==> config.mk <==
export PLATFORM = sky130hd
export DESIGN_NAME = div_sched
export DESIGN_NICKNAME = d
export VERILOG_FILES = /design/src/rtl/div_sched.sv
export SDC_FILE = /design/constraint.sdc
export NUM_CORES = 1
export LEC_CHECK = 0
export CORE_MARGIN = 8
export CORE_UTILIZATION = 50
export CTS_CLUSTER_DIAMETER = 30
export DETAILED_ROUTE_END_ITERATION = 10
export PLACE_DENSITY_LB_ADDON = 0.08
export SYNTH_ARGS = -nofsm -noshare
export SYNTH_HDL_FRONTEND = slang
export SYNTH_SLANG_ARGS = --single-unit
==> constraint.sdc <==
create_clock -name clock -period 9 [get_ports clock]
set_clock_uncertainty 0.1 [all_clocks]
set_input_delay 1.35 -clock clock [delete_from_list [all_inputs] [get_ports clock]]
set_output_delay 1.35 -clock clock [all_outputs]
set_load 0.01 [all_outputs]
==> src/rtl/div_sched.sv <==
// Programmable period scheduler: issues a one-cycle tick every R clocks with IDLE/RUN/HALT control.
// Optional DIV_SCHED_TOGGLE_EN adds a registered div_clock that toggles on every tick.
module div_sched #(
  parameter int unsigned CNT_W     = 17,
  parameter int unsigned TCNT_W    = 8,
  parameter int unsigned DEF_RATIO = 100000
) (
  input  logic              clock,
  input  logic              reset,
  input  logic              start,
  input  logic              stop,
  input  logic              cfg_valid,
  input  logic [CNT_W-1:0]  cfg_ratio,
  output logic              cfg_ready,
  output logic              tick,
  output logic              div_clock,
  output logic              busy,
  output logic [TCNT_W-1:0] tick_count,
  output logic [1:0]        state_dbg
);

  // cfg handshake: a ratio transfers on a rising edge where cfg_valid && cfg_ready;
  // cfg_valid may be held, cfg_ratio must be stable while cfg_valid is high.
  typedef enum logic [1:0] {
    IDLE = 2'd0,
    RUN  = 2'd1,
    HALT = 2'd2
  } state_t;

  state_t             state, state_nxt;
  logic [CNT_W-1:0]   cnt;
  logic [CNT_W-1:0]   ratio;
  logic [CNT_W-1:0]   pend_ratio;
  logic               pend_valid;
  logic [CNT_W-1:0]   cnt_last;
  logic               cfg_accept;
  logic               launch;

  // A ratio of 0 behaves like 1, so the terminal count is 0 for both.
  assign cnt_last   = (ratio == '0) ? '0 : ratio - 1'b1;
  assign tick       = (state != IDLE) && (cnt == cnt_last);
  assign busy       = (state != IDLE);
  assign cfg_ready  = (state == IDLE) || !pend_valid;
  assign cfg_accept = cfg_valid && cfg_ready;
  assign launch     = (state == IDLE) && (state_nxt == RUN);
  assign state_dbg  = state;

  always_comb begin
    state_nxt = state;
    case (state)
      IDLE: if (start && !stop) state_nxt = RUN;
      RUN:  if (stop) state_nxt = HALT;
      HALT: begin
        if (start && !stop) state_nxt = RUN;
        else if (tick)      state_nxt = IDLE;
      end
      default: state_nxt = IDLE;
    endcase
  end

  always_ff @(posedge clock or negedge reset) begin
    if (!reset) state <= IDLE;
    else        state <= state_nxt;
  end

  always_ff @(posedge clock or negedge reset) begin
    if (!reset)                               cnt <= '0;
    else if (launch || state_nxt == IDLE || tick) cnt <= '0;
    else                                      cnt <= cnt + 1'b1;
  end

  // While a period is running, new ratios wait in pend_ratio until the terminal count.
  always_ff @(posedge clock or negedge reset) begin
    if (!reset) begin
      ratio      <= CNT_W'(DEF_RATIO);
      pend_ratio <= '0;
      pend_valid <= 1'b0;
    end else if (state == IDLE) begin
      if (cfg_accept) ratio <= cfg_ratio;
    end else begin
      if (tick && pend_valid) begin
        ratio      <= pend_ratio;
        pend_valid <= 1'b0;
      end
      if (cfg_accept) begin
        pend_ratio <= cfg_ratio;
        pend_valid <= 1'b1;
      end
    end
  end

  always_ff @(posedge clock or negedge reset) begin
    if (!reset)      tick_count <= '0;
    else if (launch) tick_count <= '0;
    else if (tick)   tick_count <= tick_count + 1'b1;
  end

`ifdef DIV_SCHED_TOGGLE_EN
  logic div_q;

  always_ff @(posedge clock or negedge reset) begin
    if (!reset)      div_q <= 1'b0;
    else if (launch) div_q <= 1'b0;
    else if (tick)   div_q <= ~div_q;
  end

  assign div_clock = div_q;
`else
  assign div_clock = 1'b0;
`endif

endmodule

**After elaboration in Yosys (flattened, before gate mapping)**

Index checks and enable logic that the tools add are counted.

- $mul: 0
- Equality and inequality tests: 5
- Div/mod/pow operators: 0
- Bitwise operators: 1
- Add/sub/neg operators: 3
- Shift operators: 0
- Order comparisons: 0
- Reduce and logical (&&, ||, !) cells: 20
- Mux-type cells: 14

Operators with widths:

| kind | number |
|---|---|
| $mux W17 | 5 |
| $add A17 B1 Y17 const B | 1 |
| $eq A17 B17 Y1 | 1 |
| $logic_not A17 Y1 | 1 |
| $sub A17 B1 Y17 const B | 1 |
| $mux W8 | 2 |
| $add A8 B1 Y8 const B | 1 |
| $mux W2 | 4 |
| $reduce_bool A2 Y1 | 4 |
| $pmux W2 S3 | 1 |
| $reduce_and A2 Y1 | 3 |
| $logic_and A1 B1 Y1 | 5 |
| $eq A2 B1 Y1 const B | 2 |
| $logic_not A2 Y1 | 2 |
| $logic_or A1 B1 Y1 | 3 |
| $eq A2 B2 Y1 const B | 1 |
| $logic_not A1 Y1 | 2 |
| $mux W1 | 2 |
| $ne A2 B2 Y1 const B | 1 |
| $not A1 Y1 | 1 |

- Output and inout bits: 14
- Bits in writable memories: 0
- Bits in registers: 62
- ROM bits: 0
- Memories kept: 0
- Bits in latches: 0

**Logic depth before layout (Yosys ltp)**

- Word-level depth: 12
- Mapped depth: 13
- Depth with buffers taken out: 10

**Worst setup path after synthesis**

No wires, ideal clock.

- Path kind: reg-to-output
- From: reg ratio[2]
- To: out tick
- Slack: 4.718 ns
- Required time: 7.550 ns
- Data arrival time: 2.832 ns
- Buffers on the path: 4
- Stages on the path, launching flop included: 12
- Cell sequence: dfrtp_1 -> buf_6 -> or4_1 -> clkbuf_2 -> or3_1 -> buf_2 -> or4_1 -> a32oi_1 -> o2111a_2 -> nand4_1 -> buf_2 -> nor2_1

- Cells in the longest elaborated chain, start to end: 4
- Elaborated cells between the ends (all ways): 5
- Those cells by class: 1 x add/sub; 1 x eq/ne; 1 x mux; 2 x reduce/logical

Ends and longest elaborated chain:

| item | line | text |
|---|---|---|
| start: declaration | 32 | `logic [CNT_W-1:0] ratio;` |
| start signal: assignment | 75 | `ratio <= CNT_W'(DEF_RATIO);` |
| start signal: assignment | 79 | `if (cfg_accept) ratio <= cfg_ratio;` |
| start signal: assignment | 82 | `ratio <= pend_ratio;` |
| $sub A17 B1 Y17 or $logic_not A17 Y1 (tied branches) | 40 | `assign cnt_last = (ratio == '0) ? '0 : ratio - 1'b1;` |
| $mux W17 (*) | 40 |  |
| $eq A17 B17 Y1 (*) | 41 | `assign tick = (state != IDLE) && (cnt == cnt_last);` |
| $logic_and A1 B1 Y1 (*) | 41 |  |
| end: declaration | 15 | `output logic tick,` |

Mark *: on every way between the ends. The rest lies on a longest branch, timed or not.

**Worst setup path in the final report**

- From: reg ratio[0]
- To: out tick

The elaborated chain is that of the path after synthesis.

==> run metrics <==
first drt pass iteration count=5; number of synthesized flops with an enable pin=0; Sw Pwr=0.297 mW; dominant cells by area after synthesis=dfrtp_1 37%, mux2_2 7.5%, nand2_1 5.2%; WL final=8300 µm; Final GP Congestion=0.879; Final period util=0.637; clock root buffer=clkbuf_8; Cells after Synth=396; H-tree depth=3; IO Port Bufs=34; final hold vios=0; top cells by instance count after synthesis=56 x dfrtp_1, 52 x nand2_1, 33 x nor2_1, 25 x mux2_2, 16 x clkbuf_1; vias in the first global route=2828; synth unique cells=61; Max Slew Vio Count=0; DIE WIDTH=between 100 and 150 µm; HP Class=reg -> reg; antenna violations before repair=0; vias post-DR=2943; Synth Area in Compound Gates=0.118; max-cap violations=0; area growth from synthesis to layout=16.1%; largest family of logic cells by synthesized area=simple AND/OR/NAND/NOR gates; Max clock buf depth=2; clock latency on the worst-skew pair=340 ps; flops & latches, synth=62; vias per std cell=5.62; Mapped Area=3740 µm²; Setup Buffers After CTS=0; Int Power=0.614 mW; mux cell area share after synthesis=0.123; Post-Synth Simple-Gate Area=0.222; CTS tree=yes; sequential-to-total area share from yosys stat=0.417; core footprint=7250 µm²; P per Cell Area=210 nW/µm²; DRC viols=0; worst IR drop on VDD=0.109 mV; crit-path max cell delay=650 ps; achievable frequency=174 MHz; crit-path leading delay family=simple AND/OR/NAND/NOR gates; largest net degree at the start of global routing=63; Tmin final=approximately 5700 ps; CP Class=reg -> out; flop-to-flop setup slack=4470 ps; CP Depth=10; CTS buffer count=9; largest area contributor in the netlist=dfrtp_1; unrepaired setup endpoints after global routing=false; crit path DAT=4290 ps; critical-path maximum fanout=12; worst slew pin tran=between 900 and 1000 ps; critical path's slowest cell=or4b_1; Cell Rows=31; Final HPWL DP=6180 µm; worst flop-to-flop path startpoint=ratio[2]; top-count cell post-synth=dfrtp_1; Finish-stage setup viols=0; fin util=0.599; final setup TNS=0 ps; cell-by-cell trace of the critical path=inv_1, ha_1, or4b_1, nor4_1, mux2_2, o32ai_1, and4_1, nand4_1, nor2_1, clkdlybuf4s50_1; Synth async-reset ratio=1.00; nets=445; Avg Cell Area, Syn=9.45 µm²; worst r2r dst=ratio[8]; CTS Sinks=62; Buf/Inv on CP=2; Clock Power Share=0.307; area of the multi-input gates=2010 µm²; Startpoint Class=flip-flop; sw frac=0.326; total grt overflow=0; Synth top area share=0.374; Slew HR=0.341; Gate power share=0.282; full die area=10500 µm²; fillers=659; Post-DRT Antenna Nets=0; Critical Path RT=7550 ps; die height=between 100 and 150 µm; Synth Area in Adders=0.0100; gr usage total=0.170; DRT iter0 DRCs=94; first-pass GRT wire length=14000 µm; Synth Flop Type=dfrtp_1; clk slew on worst S/H paths=70 ps; FF/Latch Area=1560 µm²; layout cells sized above 1=0.160; YS warnings=0; Antenna Cells=0; placed cells=just over 500; I/O pins=36; xor and xnor area share after synthesis=0.0598; non-filler cells, final=524; Hold Buf Count CTS=0; Wirelength per Cell=15.8 µm; Flop pwr share=0.411; Hold Path Depth=1; WHS Endpoint=pend_ratio[12]; Synth Net Count=421; Initial Utilization=0.516; Leak=between 1.5 and 2 nW; Post-CTS Resized=0; status=complete, no violations; hold_sp=pend_ratio[12]; r2r worst-path depth=8; CP endpoint kind=output port
## power by group through the flow
stage | logic [mW] | registers (mW) | clock network, mW
finish | 0.256 | 0.375 | 0.280
global route | 0.283 | 0.383 | 0.298
CTS | 0.257 | 0.375 | 0.285
detailed placement | 0.256 | 0.380 | 0
global placement | 0.254 | 0.379 | 0
floorplan | 0.214 | 0.351 | 0
## through the flow
| stage | hold WS, ps | power [mW] | cell area, µm² | setup slack, ps |
|---|---|---|---|---|
| floorplan | 380 | 0.565 | 3740 | 4720 |
| detailed placement | 395 | 0.636 | 4110 | 3620 |
| finish | 404 | 0.911 | 4350 | 3260 |
| global route | 415 | 0.964 | 4350 | 2880 |
| global placement | 388 | 0.632 | 4110 | 3800 |
| CTS | 410 | 0.916 | 4350 | 3240 |
## flip-flops by register name, indices dropped and copies added, names as in the netlist
name and cells:
cnt 17, pend_ratio 17, pend_valid 1, ratio 17
state_dbg 2, tick_count 8
## per-layer routing
metal | vias up | part of all wire | track usage
met2 | 54 | 0.46 | 0.258
li1 | 1462 | - | -
met5 | - | 0 | 0
met3 | 10 | 0.041 | 0.0331
met4 | 0 | 0.014 | 0.0666
met1 | 1417 | 0.48 | 0.233
## worst max path at each step
stage | to | from
after global placement | tick | ratio[0]
after CTS | tick | ratio[0]
after floorplan | tick | ratio[2]
after global routing | tick | ratio[0]
after detailed placement | tick | ratio[0]
final | tick | ratio[0]
## cell families after synthesis
family,after synthesis
buffers and inverters,40
adder cells (fa/ha/maj),3
AO/OA/AOI/OAI,62
multiplexers,40
XOR/XNOR,24
other,1
AND/OR/NAND/NOR,164
flip-flops,62
## layout make-up
class,instances,share of cell area
multi-input cells,294,0.461
flip-flops and latches,62,0.359
repair buffers,39,0.0858
clock buffers,11,0.0348
well taps,99,0.0285
clock inverters,5,0.0187
inverters,14,0.0121
## cells in the final DEF (no fill, tap or decap), types with 2 or more instances in the layout
cell	instances
a211oi_1	2
a21o_1	2
a21oi_1	12
a31o_2	3
a31oi_1	3
a32oi_1	2
and2_1	2
and3_1	5
and4_1	5
buf_4	5
bufinv_16	2
clkbuf_8	11
clkdlybuf4s50_1	33
dfrtp_1	56
dfstp_2	6
ha_1	3
inv_1	13
mux2_2	25
mux2_4	6
mux2i_1	9
nand2_1	52
nand2b_1	6
nand3_1	11
nand4_1	7
nor2_1	33
nor2b_1	5
nor3_1	6
nor3b_1	2
nor4_1	6
o211a_1	2
o211ai_1	2
o21ai_0	12
o22ai_1	2
o31ai_1	5
o32ai_1	3
or2_2	3
or3_1	7
or4_1	9
xnor2_1	12
xor2_1	11
## worst register-to-register path: stages (launching register included)
cell and delay [ps]:
dfrtp_1 460, or4_1 640, or3_1 480, or4_1 460
a21oi_1 160, a211oi_1 80, o211ai_1 720, o31a_1 900
mux2_2 420
No activity file was read; power rests on OpenSTA's default activity.
